### src/rtl/multicycle_control.sv
`default_nettype none
// ============================================================================
// Module   : multicycle_control
// Brief    : Moore FSM that sequences the datapath control signals of a
//            multicycle MIPS-style processor. Optional JUMP state is enabled
//            by defining MULTICYCLE_JUMP_EN.
// Revision : 1.0 - initial release
// ============================================================================
module multicycle_control (
    input  logic       clk,
    input  logic       reset,
    input  logic [5:0] opcode,
    output logic       PCWrite,
    output logic       PCWriteCond,
    output logic       IorD,
    output logic       MemRead,
    output logic       MemWrite,
    output logic       MemtoReg,
    output logic       IRWrite,
    output logic       ALUSrcA,
    output logic       RegWrite,
    output logic       RegDst,
    output logic [1:0] PCSource,
    output logic [1:0] ALUSrcB,
    output logic [1:0] ALUOp,
    output logic [3:0] state
);

    localparam logic [5:0] c_OP_RTYPE = 6'b000000;
    localparam logic [5:0] c_OP_LW    = 6'b100011;
    localparam logic [5:0] c_OP_SW    = 6'b101011;
    localparam logic [5:0] c_OP_BEQ   = 6'b000100;
`ifdef MULTICYCLE_JUMP_EN
    localparam logic [5:0] c_OP_J     = 6'b000010;
`endif

    localparam logic [1:0] c_ALU_ADD  = 2'b00;
    localparam logic [1:0] c_ALU_SUB  = 2'b01;
    localparam logic [1:0] c_ALU_FUNC = 2'b10;

    typedef enum logic [3:0] {
        S_FETCH    = 4'd0,
        S_DECODE   = 4'd1,
        S_MEMADDR  = 4'd2,
        S_MEMREAD  = 4'd3,
        S_MEMWB    = 4'd4,
        S_MEMWRITE = 4'd5,
        S_EXECUTE  = 4'd6,
        S_RWB      = 4'd7,
        S_BRANCH   = 4'd8
`ifdef MULTICYCLE_JUMP_EN
       ,S_JUMP     = 4'd9
`endif
    } state_t;

    state_t state_q;
    state_t state_d;

    // Opcode is consulted only in DECODE and MEMADDR; every other state has a
    // fixed successor, and unused encodings recover to FETCH.
    always_comb begin
        state_d = S_FETCH;
        case (state_q)
            S_FETCH:   state_d = S_DECODE;
            S_DECODE: begin
                case (opcode)
                    c_OP_LW, c_OP_SW: state_d = S_MEMADDR;
                    c_OP_RTYPE:       state_d = S_EXECUTE;
                    c_OP_BEQ:         state_d = S_BRANCH;
`ifdef MULTICYCLE_JUMP_EN
                    c_OP_J:           state_d = S_JUMP;
`endif
                    default:          state_d = S_FETCH;
                endcase
            end
            S_MEMADDR: state_d = (opcode == c_OP_LW) ? S_MEMREAD : S_MEMWRITE;
            S_MEMREAD: state_d = S_MEMWB;
            S_EXECUTE: state_d = S_RWB;
            default:   state_d = S_FETCH;
        endcase
    end

    always_ff @(posedge clk or posedge reset) begin
        if (reset) begin
            state_q <= S_FETCH;
        end else begin
            state_q <= state_d;
        end
    end

    always_comb begin
        PCWrite     = 1'b0;
        PCWriteCond = 1'b0;
        IorD        = 1'b0;
        MemRead     = 1'b0;
        MemWrite    = 1'b0;
        MemtoReg    = 1'b0;
        IRWrite     = 1'b0;
        ALUSrcA     = 1'b0;
        RegWrite    = 1'b0;
        RegDst      = 1'b0;
        PCSource    = 2'b00;
        ALUSrcB     = 2'b00;
        ALUOp       = c_ALU_ADD;
        case (state_q)
            S_FETCH: begin
                MemRead = 1'b1;
                IRWrite = 1'b1;
                PCWrite = 1'b1;
                ALUSrcB = 2'b01;
            end
            S_DECODE: begin
                ALUSrcB = 2'b11;
            end
            S_MEMADDR: begin
                ALUSrcA = 1'b1;
                ALUSrcB = 2'b10;
            end
            S_MEMREAD: begin
                MemRead = 1'b1;
                IorD    = 1'b1;
            end
            S_MEMWB: begin
                RegWrite = 1'b1;
                MemtoReg = 1'b1;
            end
            S_MEMWRITE: begin
                MemWrite = 1'b1;
                IorD     = 1'b1;
            end
            S_EXECUTE: begin
                ALUSrcA = 1'b1;
                ALUOp   = c_ALU_FUNC;
            end
            S_RWB: begin
                RegWrite = 1'b1;
                RegDst   = 1'b1;
            end
            S_BRANCH: begin
                ALUSrcA     = 1'b1;
                ALUOp       = c_ALU_SUB;
                PCWriteCond = 1'b1;
                PCSource    = 2'b01;
            end
`ifdef MULTICYCLE_JUMP_EN
            S_JUMP: begin
                PCWrite  = 1'b1;
                PCSource = 2'b10;
            end
`endif
            default: ;
        endcase
    end

    assign state = state_q;

endmodule
`default_nettype wire

### config.mk
export PLATFORM = sky130hd
export DESIGN_NAME = multicycle_control
export DESIGN_NICKNAME = d
export VERILOG_FILES = /design/src/rtl/multicycle_control.sv
export SDC_FILE = /design/constraint.sdc
export NUM_CORES = 1
export LEC_CHECK = 0
export ABC_AREA = 1
export CORE_AREA = 3 3 40 42
export DETAILED_ROUTE_END_ITERATION = 10
export DIE_AREA = 0 0 43 45
export GPL_TIMING_DRIVEN = 0
export PLACE_DENSITY = 0.81
export SYNTH_ARGS = -nofsm -noshare
export SYNTH_HDL_FRONTEND = slang
export SYNTH_SLANG_ARGS = --single-unit
### constraint.sdc
create_clock -name clk -period 2.4 [get_ports clk]
set_clock_uncertainty 0.15 [all_clocks]
set_input_delay 0.48 -clock clk [delete_from_list [all_inputs] [get_ports clk]]
set_output_delay 0.48 -clock clk [all_outputs]
set_load 0.01 [all_outputs]
Word-level counts from Yosys, hierarchy flattened:

Index checks and enable logic that the tools add are counted.

* add/subtract/negate cells: 0
* multipliers: 0
* divide/modulo/power cells: 0
* $lt $le $gt $ge: 0
* eq/ne operators: 11
* shift operators: 0
* muxes and demuxes: 15
* bitwise logic cells: 0
* reduce and logical (&&, ||, !) cells: 7

Operators by type and width (number)
* case mux 4 bit (5 select lines): 1
* == test 4 x 3 -> 1 bit (second input constant): 4
* == test 6 bit (second input constant): 2
* case mux 4 bit (3 select lines): 1
* two-way mux 1 bit: 10
* == test 4 x 2 -> 1 bit (second input constant): 2
* OR reduction 2 bit: 4
* == test 6 x 3 -> 1 bit (second input constant): 1
* zero test 6 bit: 1
* case mux 2 bit (3 select lines): 1
* == test 4 x 1 -> 1 bit (second input constant): 1
* == test 4 bit (second input constant): 1
* zero test 4 bit: 1
* case mux 2 bit (2 select lines): 1
* two-way mux 3 bit: 1
* OR reduction 3 bit: 1

* bits in registers: 4
* latch bits: 0
* memory bits (writable): 0
* memory bits (read-only): 0
* input bits: 8
* output and inout bits: 20
* logic and storage cells: 34
* memories: 0

Longest topological paths before layout:

* depth after elaboration: 4
* gate-level depth with buffers: 6

Worst setup path after synthesis:

OpenSTA, ideal clock, no wires.

* kind: register -> output
* from: reg state_q[1] (netlist: state[1])
* to: out MemRead
* arrival time: 1080 ps
* required time: 1770 ps
* slack: 690 ps
* cell stages (with the launch flop): 6
* cells stage by stage: dfrtp_1 > nor2_1 > inv_1 > nor2_1 > inv_1 > nand2_1

* cells in the longest elaborated chain, start to end: 3

Ends and longest elaborated chain
* from (decl): RTL line 56 `state_t state_q;`
* from (signal assigned): RTL line 87 `state_q <= state_d;`
* == test 4 x 2 -> 1 bit / zero test 4 bit (equally long branches): RTL line 105 `case (state_q)`
* OR reduction 2 bit (no line) *
* two-way mux 1 bit *: RTL line 105
* to (decl): RTL line 16 `output logic MemRead,`

Every way passes the cells marked *; elsewhere a longest branch is shown, timed or not.

Final worst setup path:

* from: reg state_q[3] (netlist: state[3])
* to: out ALUSrcA

* cells in the longest elaborated chain, start to end: 3

Ends and longest elaborated chain
* == test 4 bit, or another cell as far along: RTL line 105
* OR reduction 3 bit (no line) *
* two-way mux 1 bit *: RTL line 105
* to (decl): RTL line 20 `output logic ALUSrcA,`

Marks and branches as above.

==> results <==
synthesized netlist by cell type:
cell	number
sky130_fd_sc_hd__inv_1	14
sky130_fd_sc_hd__nor2_1	14
sky130_fd_sc_hd__nand2_1	11
sky130_fd_sc_hd__nand3_1	7
sky130_fd_sc_hd__buf_4	4
sky130_fd_sc_hd__dfrtp_1	4
sky130_fd_sc_hd__nand2_2	3
sky130_fd_sc_hd__a21oi_1	2
sky130_fd_sc_hd__nor2_2	2
sky130_fd_sc_hd__conb_1	1
sky130_fd_sc_hd__nand4_1	1
sky130_fd_sc_hd__nor2_4	1
sky130_fd_sc_hd__nor3_2	1
sky130_fd_sc_hd__o21ai_0	1
worst max-delay path by stage:
stage / from / end / cells after the start
final: state[3] / ALUSrcA / 6
after global routing: state[3] / ALUSrcA / 6
after CTS: state[3] / ALUSrcA / 6
after detailed placement: state[1] / MemRead / 6
after global placement: state[1] / MemRead / 6
after floorplan: state[1] / MemRead / 5
routing by layer:
layer	track usage (%)	wire [um]	vias to the layer above
li1	-	-	252
met1	9.976	343	202
met2	20.66	474	31
met3	3.984	141	2
met4	9.036	19	0
met5	0	0	-
stage by stage:
| step | TNS (ns) | cells |
|---|---|---|
| floorplan | 0 | 66 |
| global route | -0.09694 | 110 |
| detailed placement | 0 | 107 |
| CTS | 0 | 110 |
| global placement | 0 | 107 |
| finish | 0 | 110 |
timing repair:
item | in CTS | in global routing
endpoints found under the setup margin | 1 | 4
resized for setup | 1 | 3
pin swaps | 0 | 0
hold buffers | 0 | 0
hold endpoints to repair | 0 | 0
cell families (layout without fill, tap and decap cells):
group / after synthesis / in the layout / share of synthesized area (%)
AND/OR/NAND/NOR: 40 / 40 / 48.23
AO/OA/AOI/OAI: 3 / 3 / 3.857
flip-flops: 4 / 4 / 25.72
other: 1 / 1 / 0.9637
buffers and inverters: 18 / 47 / 21.22
worst max-delay path, delay by kind of cell (launching register included):
kind                   cells  cell delay (ns)
buffers and inverters      2             0.64
flip-flops                 1             0.38
AND/OR/NAND/NOR            4             0.45
layout make-up:
type                    instances  area, um2
well taps                      15      18.77
clock buffers                   3      22.52
multi-input cells              44      214.0
flip-flops and latches          4      101.3
plain buffers                   4      30.03
repair buffers                 26      260.3
fillers                       137      585.6
inverters                      14      52.55
power by group through the flow:
stage / Clock [mW] / Sequential, mW / Combinational [mW]
2_1_floorplan: 0 / 0.0972 / 0.123
3_3_place_gp: 0 / 0.0929 / 0.262
3_5_place_dp: 0 / 0.0932 / 0.266
4_1_cts: 0.0863 / 0.0924 / 0.269
5_1_grt: 0.0914 / 0.0958 / 0.289
6_report: 0.0827 / 0.0930 / 0.267
==> flow_summary.toml <==
[placement]
place_congestion = 0.7945
detailed_place.area_um2 = 668.1
placement.io_buffers = 26
dpl_worst_slack_ns = 0.2593
hpwl_um = 832.8

[floorplanning]
io_pins = 28
row_count = 13
placeableCoreArea_um2 = 1285
die_area_um2 = 1935
fp.dieW_um = 43
die_height_um = 45
initial_core_util_pct = 30.28

[worst_setup_path]
timing_worst_setup_path_type = "reg -> out"
worstSetupStartpointType = "flop"
critical_path.max_stage_delay_ns = 0.54
timing.reg2reg.setup_slack_ns = 1.20
cpMaxStageDelayCell = "sky130_fd_sc_hd__clkdlybuf4s50_1"
worst_r2r_endpoint = "state[3]"
worstPathRequired_ns = 1.77
worstSetupEndpointType = "primary output"
arrival_worst_endpoint_ns = 1.70
r2r.worst_path.cells = 5
cell_by_cell_listing_of_the_critical_path = "inv_1 > nand2_2 > nor2_2 > nor2_1 > nand2_1 > clkdlybuf4s50_1"
critical_path_peak_fanout = 6
reg2reg_from = "state[3]"

[grt]
grt_ovf = 0
grt_usage_pct = 11.28
wire_length_of_the_first_global_routing_pass_mm = 1.600
antenna_found_initial = 0
grt_start_max_net_pins = 7
first_global_vias = 432

[power_and_ir_drop]
p_total_uw = 442.3
p_int_uw = 277.9
clock_share_of_power_pct = 18.7
p_sw_share_pct = 37.16
pwr_density_cell_nw_per_um2 = 632.4
pwr-share-comb_pct = 60.3
switchingPower_uw = 164.4
sequentialPowerShare_pct = 21.0
power.leakage_nw = 0.3335
maximum_vdd_drop_v = 0.0002385

[sta]
period_minus_slack_ns = 2.328
final.period_utilization_pct = 96.98
rsz0062_at_grt = "true"
max_clock_freq_mhz = 429.6
setup_slack_ns = 0.07249
final-hold-violation-count = 0
setup_violations = 0
slew_viol_final = 0
whs_ns = 0.2706

[synthesis]
synth.top_cell.area_share_pct = 25.72
ys_warn_count = 0
synth_seq_area_share_pct = 25.72
postSynthNetCount = 74
yosys_register_bits = 4
synthesis.area_um2 = 389.1
netlist.top_cell.by_area = "sky130_fd_sc_hd__dfrtp_1"
synth_area_leaders = "sky130_fd_sc_hd__dfrtp_1 (26%), sky130_fd_sc_hd__inv_1 (14%), sky130_fd_sc_hd__nor2_1 (14%)"
synth.avg_cell_area_um2 = 5.896
syn_inst = 66
synth_cell_type_count = 14

[detailed_routing]
detailedRoute.firstPassIterationCount = 4
final_antenna_net_count = 0
route.detailed.wl_per_inst_um = 8.891
routed_via_density = 4.427
detailedRoute.firstIterationViolations = 5
drcViolationCount = 0
num_vias = 487
postRouteWirelength_um = 978

[finish]
most_frequent_cells_in_the_layout = "sky130_fd_sc_hd__clkdlybuf4s50_1 (26), sky130_fd_sc_hd__inv_1 (14), sky130_fd_sc_hd__nor2_1 (12)"
largest_register_ff_count = 4
final_core_utilization_pct = 54.43
layout_commonest_cell = "sky130_fd_sc_hd__clkdlybuf4s50_1"
fin_nets = 105
syn2layout_area_growth_pct = 79.74
drive_gt1_share_pct = 18.95
final_area_um2 = 699.4
number_of_antenna_repair_diodes = 0

[clock_tree]
clock_tree.buffer_depth = 2
clk_root_buffer_cell = "sky130_fd_sc_hd__clkbuf_4"
insertion_delay_ns = 0.23
cts.sinks = 4
clkSlewWorstSetupHoldPaths_ns = 0.04
post_cts_buffers = 0
htreeDepth = 1
cts_buffers = 3
cts_tree = "yes"

[job]
max_cap_violations = 0

[outcome]
status = "complete, no violations"

[min_path]
hold_path_class = "in -> async"
(Power assumes the default switching activity.)
==> patch 1, RTL diff (same flow settings) <==
Make the reset (`reset`) synchronous in one clocked block.
--- a/src/rtl/multicycle_control.sv
+++ b/src/rtl/multicycle_control.sv
@@ -80,7 +80,7 @@
         endcase
     end
 
-    always_ff @(posedge clk or posedge reset) begin
+    always_ff @(posedge clk) begin
         if (reset) begin
             state_q <= S_FETCH;
         end else begin
Function: differs if reset is asserted again (counterexample within 4 cycles, from zero or initial values and one cycle with reset high); with reset held inactive, the same outputs for 10 cycles.
==> patch 1 against the unedited design <==
Synthesized area increased by 2.3%. Setup slack improved by 0.030 ns. Design area increased by 0.54%. Routed wire length increased by 5.4%. Count of clock-buffer cells in the layout unchanged. Sequential cell count unchanged. Critical endpoint is now PCSource[0].
Power is not compared: it rests on default switching activity, and its combinational part moved more than twofold at a synthesized area within 25%.
==> patch 1: results (changes against the unedited design) <==
status: "finished, final reports clean"
grt_first_pass_wirelength_um: 1580  # -1.3%
grt_max_degree: 8  # +1
worstSetupStartpoint: "state[0]"
slowest_delay_ns: 0.52  # -0.02 ns
p_leak_uw: 0.000302
synth_nets: 76  # +2.7%
peakVddDrop_uv: 197
grt_pass1_vias: 380  # -12%
cpMaxStageDelayCell: "clkdlybuf4s50_1"
cts-root-buf: "clkbuf_4"
ys_warn_count: 0  # unchanged
gp_congestion: 0.778  # -2.1%
cts.clk_slew.worst_paths_ns: 0.04  # about the same
grt_usage: 0.109  # -0.00362
reg2reg_from: "state[2]"
hp-start: "state[1]"
io_buffers: 26  # unchanged
cts_setup_buffers: 0  # unchanged
seq_area_frac_synth: 0.201  # -0.0560
route.detailed.drc: 0  # unchanged
p_int_uw: 158
yosys.area_share.adder: 0  # unchanged
met2_usage: 0.177  # -0.0299
holdCritPathClass: "reg2reg"
synth_common_cells: "nor2_1, nand2_1, inv_1"
critPathTopFamily: "buffers and inverters"
r2r_cells: 7  # +2
wl_per_cell_um: 9.21  # +3.5%
htree_num_levels: 1  # unchanged
drt-initial-drc-count: 8  # +3
synthMuxAreaShare: 0  # unchanged
synthTopCellsByArea: "dfxtp_1, nor2_1, nand2_1, buf_4, inv_1"
firstDrtPassIters: 4  # unchanged
crit_fanout: 5  # -1
grtUsageMet3: 0.0239  # -0.0159
setup_violations: 0  # unchanged
crit_arrival_ns: 1.67  # -0.03 ns
antenna_cells: 0  # unchanged
drive_above_1_share: 0.206  # +0.0167
largest_register_ffs: 4  # unchanged
clk_latency_ns: 0.23  # about the same
antenna_found_initial: 0  # unchanged
numCtsBuffers: 3  # unchanged
met1_usage: 0.130  # +0.0307
place_hpwl_um: 866  # +4.0%
synthArstFlopShare: 0  # -1.00
clock_tree.buffer_depth: 2  # unchanged
synth-compound-area-share: 0.0975  # +0.0589
yosysMostFrequentCell: "nor2_1"
synth-xor-area-share: 0  # unchanged
ys_types: 20  # +6
holdPathStages: 3
fin_nets: 107  # +1.9%
routed_via_density: 4.39  # -0.78%
yosys_most_used_dff: "dfxtp_1"
patch 1: metrics by stage:
step	std cells	area, sq um	worst slack, ns	power [uW]	hold slack, ns
finish	112	703	0.102	216	0.480
floorplan	68	398	0.738	98.8	0.402
detailed placement	109	677	0.337	132	0.498
global placement	109	677	0.352	131	0.487
CTS	112	699	0.0793	220	0.500
global route	112	703	0.0129	231	0.552
patch 1: final timing paths:
kind | slack (ns) | end
max reg2reg | 1.16 | state[2]
min | 0.48 | state[3]
min reg2reg | 0.48 | state[3]
max | 0.10 | PCSource[0]
patch 1: layout make-up:
cell class              instances  area, sq um
fillers                       141          582
repair buffers                 26          260
multi-input cells              50          253
flip-flops and latches          4         81.3
inverters                      10         37.5
plain buffers                   4         30.0
clock buffers                   3         22.5
well taps                      15         18.8
patch 1: timing repair:
item,4_1_cts,5_1_grt
setup endpoints to repair,0,4
resized for setup,0,2
hold buffers,0,0
patch 1: routing by layer:
layer  wire length (um)  part of all wire  up-vias
met5                  0                 0        -
met4                 15             0.015        0
met3                 83             0.081        2
met2                526              0.51       22
met1                405              0.39      204
li1                   -                 -      264
patch 1: worst min-delay path, stage by stage (launching register included):
cell     delay, ns
dfxtp_2       0.38
nor2_1        0.06
nand2_1       0.09
nor3_1        0.05
patch 1: cells by family after synthesis:
| family | count (synthesis) |
|---|---|
| simple gates | 43 |
| buf+inv | 14 |
| compound gates | 6 |
| other cells | 1 |
| flops | 4 |
patch 1: power by group through the flow:
stage	logic, uW	clock network (uW)	registers, uW
finish	60.3	84.0	71.2
global route	65.3	93.8	71.4
CTS	59.9	89.4	71.2
detailed placement	59.8	0	72.2
global placement	58.4	0	72.2
floorplan	26.4	0	72.4
==> patch 2, RTL diff (same flow settings) <==
Without the edit above. The option `MULTICYCLE_JUMP_EN` is turned on by a define.
--- a/src/rtl/multicycle_control.sv
+++ b/src/rtl/multicycle_control.sv
@@ -6,6 +6,8 @@
 //            by defining MULTICYCLE_JUMP_EN.
 // Revision : 1.0 - initial release
 // ============================================================================
+`define MULTICYCLE_JUMP_EN
+
 module multicycle_control (
     input  logic       clk,
     input  logic       reset,
Function: changed (a bounded check fails within 4 cycles, from zero or initial values and one cycle with reset high).
==> patch 2 against the unedited design <==
Setup slack better by 0.048 ns. Sequential cell count is the same. Design area up 4.5%. Die area did not move. Core utilization up 2.4 points. Power increased by 9.2%. Sequential share of layout area down 0.62 points. Worst hold slack improved by 0.0064 ns. Critical path depth down 1. Synthesized area rose by 2.9%. Sequential power grew 9.7%. Non-clock buffer count down 2. Fmax grew 2.1%. Routed wire length increased by 5.8%. Largest cell class unchanged. Highest routed layer unchanged.
==> patch 2: results (changes against the unedited design) <==
vias: 523  # +7.4%
crit_fanout: 5  # -1
cts.clk_slew.worst_paths_ns: 0.04  # about the same
wl_um: 1040  # +5.8%
antenna_cells: 0  # unchanged
clock_tree.buffer_depth: 2  # unchanged
seq_area_frac_synth: 0.250  # -0.00723
largest_register_ffs: 4  # unchanged
ys_types: 16  # +2
place_hpwl_um: 917  # +10%
fin_nets: 110  # +4.8%
grt_usage: 0.116  # +0.00324
design_area_sq_um: 731  # +4.5%
holdCritPathClass: "in2async"
setup_violations: 0  # unchanged
synth_nets: 78  # +5.4%
tightest_slew_ns: 0.264
synthTopCellsByArea: "dfrtp_1, nor2_1, inv_1, nand2_1, nand3_1"
cts-root-buf: "clkbuf_4"
r2r_setup_slack_ns: 1.19
ctsResizeCount: 0  # -1
htree_num_levels: 1  # unchanged
cts_setup_buffers: 0  # unchanged
status: "finished, final reports clean"
antenna_found_initial: 0  # unchanged
holdWs_ns: 0.277  # +0.00644 ns
numCtsBuffers: 3  # unchanged
gp_congestion: 0.755  # -5.0%
grt_pass1_vias: 447  # +3.5%
ys_warn_count: 0  # unchanged
synth_common_cells: "nor2_1, inv_1, nand2_1"
drive_above_1_share: 0.150  # -0.0395
peakVddDrop_uv: 253  # +6.1%
firstDrtPassIters: 4  # unchanged
r2r_cells: 5  # unchanged
r2r_end: "state[3]"
drt-initial-drc-count: 7  # +2
dpl_cell_area_sq_um: 689  # +3.2%
grt_first_pass_wirelength_um: 1690  # +5.6%
clk_latency_ns: 0.24
p_leak_uw: 0.000366  # +9.6%
synthArstFlopShare: 1.00  # unchanged
fillers: 144  # +5.1%
grt_max_degree: 8  # +1
reg2reg_from: "state[1]"
io_buffers: 27  # +3.8%
patch 2: cell count changes after synthesis, sizes merged:
cell	before	now
buf	4	1
o21ai	1	5
nand4	1	2
inv	14	15
nor2	17	20
nor3	1	0
conb	1	0
patch 2: worst max-delay path by stage:
stage                  start     endpoint  slack (ns)  depth (start not counted)
global placement    state[1]  PCSource[0]        0.32                          5
global route        state[3]      MemRead       0.006                          6
floorplan           state[1]  PCSource[0]        0.70                          4
detailed placement  state[1]  PCSource[0]        0.26                          5
CTS                 state[1]  PCSource[0]       0.005                          5
finish              state[0]      MemRead        0.12                          5
patch 2: cell type report:
cell class / instances / share of cell area
repair buffers: 27 / 0.380
multi-input cells: 50 / 0.337
flip-flops and latches: 4 / 0.139
inverters: 15 / 0.0771
clock buffers: 3 / 0.0308
well taps: 15 / 0.0257
plain buffers: 1 / 0.0103
patch 2: kinds of logic after synthesis:
family                 Yosys count  synth area share
DFF                              4             0.250
AOI/OAI and AO/OA                7            0.0969
buffers and inverters           16             0.159
and+or+nand+nor                 43             0.494
patch 2: worst max-delay path, stage by stage (launching register included):
cell             delay (ns)
dfrtp_1                0.48
nand2_1                0.13
nor2_1                 0.16
inv_1                  0.07
nand2_1                0.05
clkdlybuf4s50_1        0.53
patch 2: routing by layer:
metal / up-vias / share of wire / track usage
met5: - / 0 / 0
met4: 0 / 0.0097 / 0.0723
met3: 2 / 0.087 / 0.0279
met2: 20 / 0.52 / 0.210
met1: 223 / 0.38 / 0.121
li1: 278 / - / -
patch 2: per-stage QoR:
step / setup slack, ns / instances
floorplan: 0.702 / 70
global placement: 0.320 / 112
detailed placement: 0.258 / 112
CTS: 0.00545 / 115
global route: 0.00598 / 115
finish: 0.120 / 115
patch 2: report_power, final:
part	switching [uW]	internal (uW)	total [uW]
logic	147	150	297
registers	23.1	78.9	102
clock network	28.0	56.0	84.0
total	198	285	483
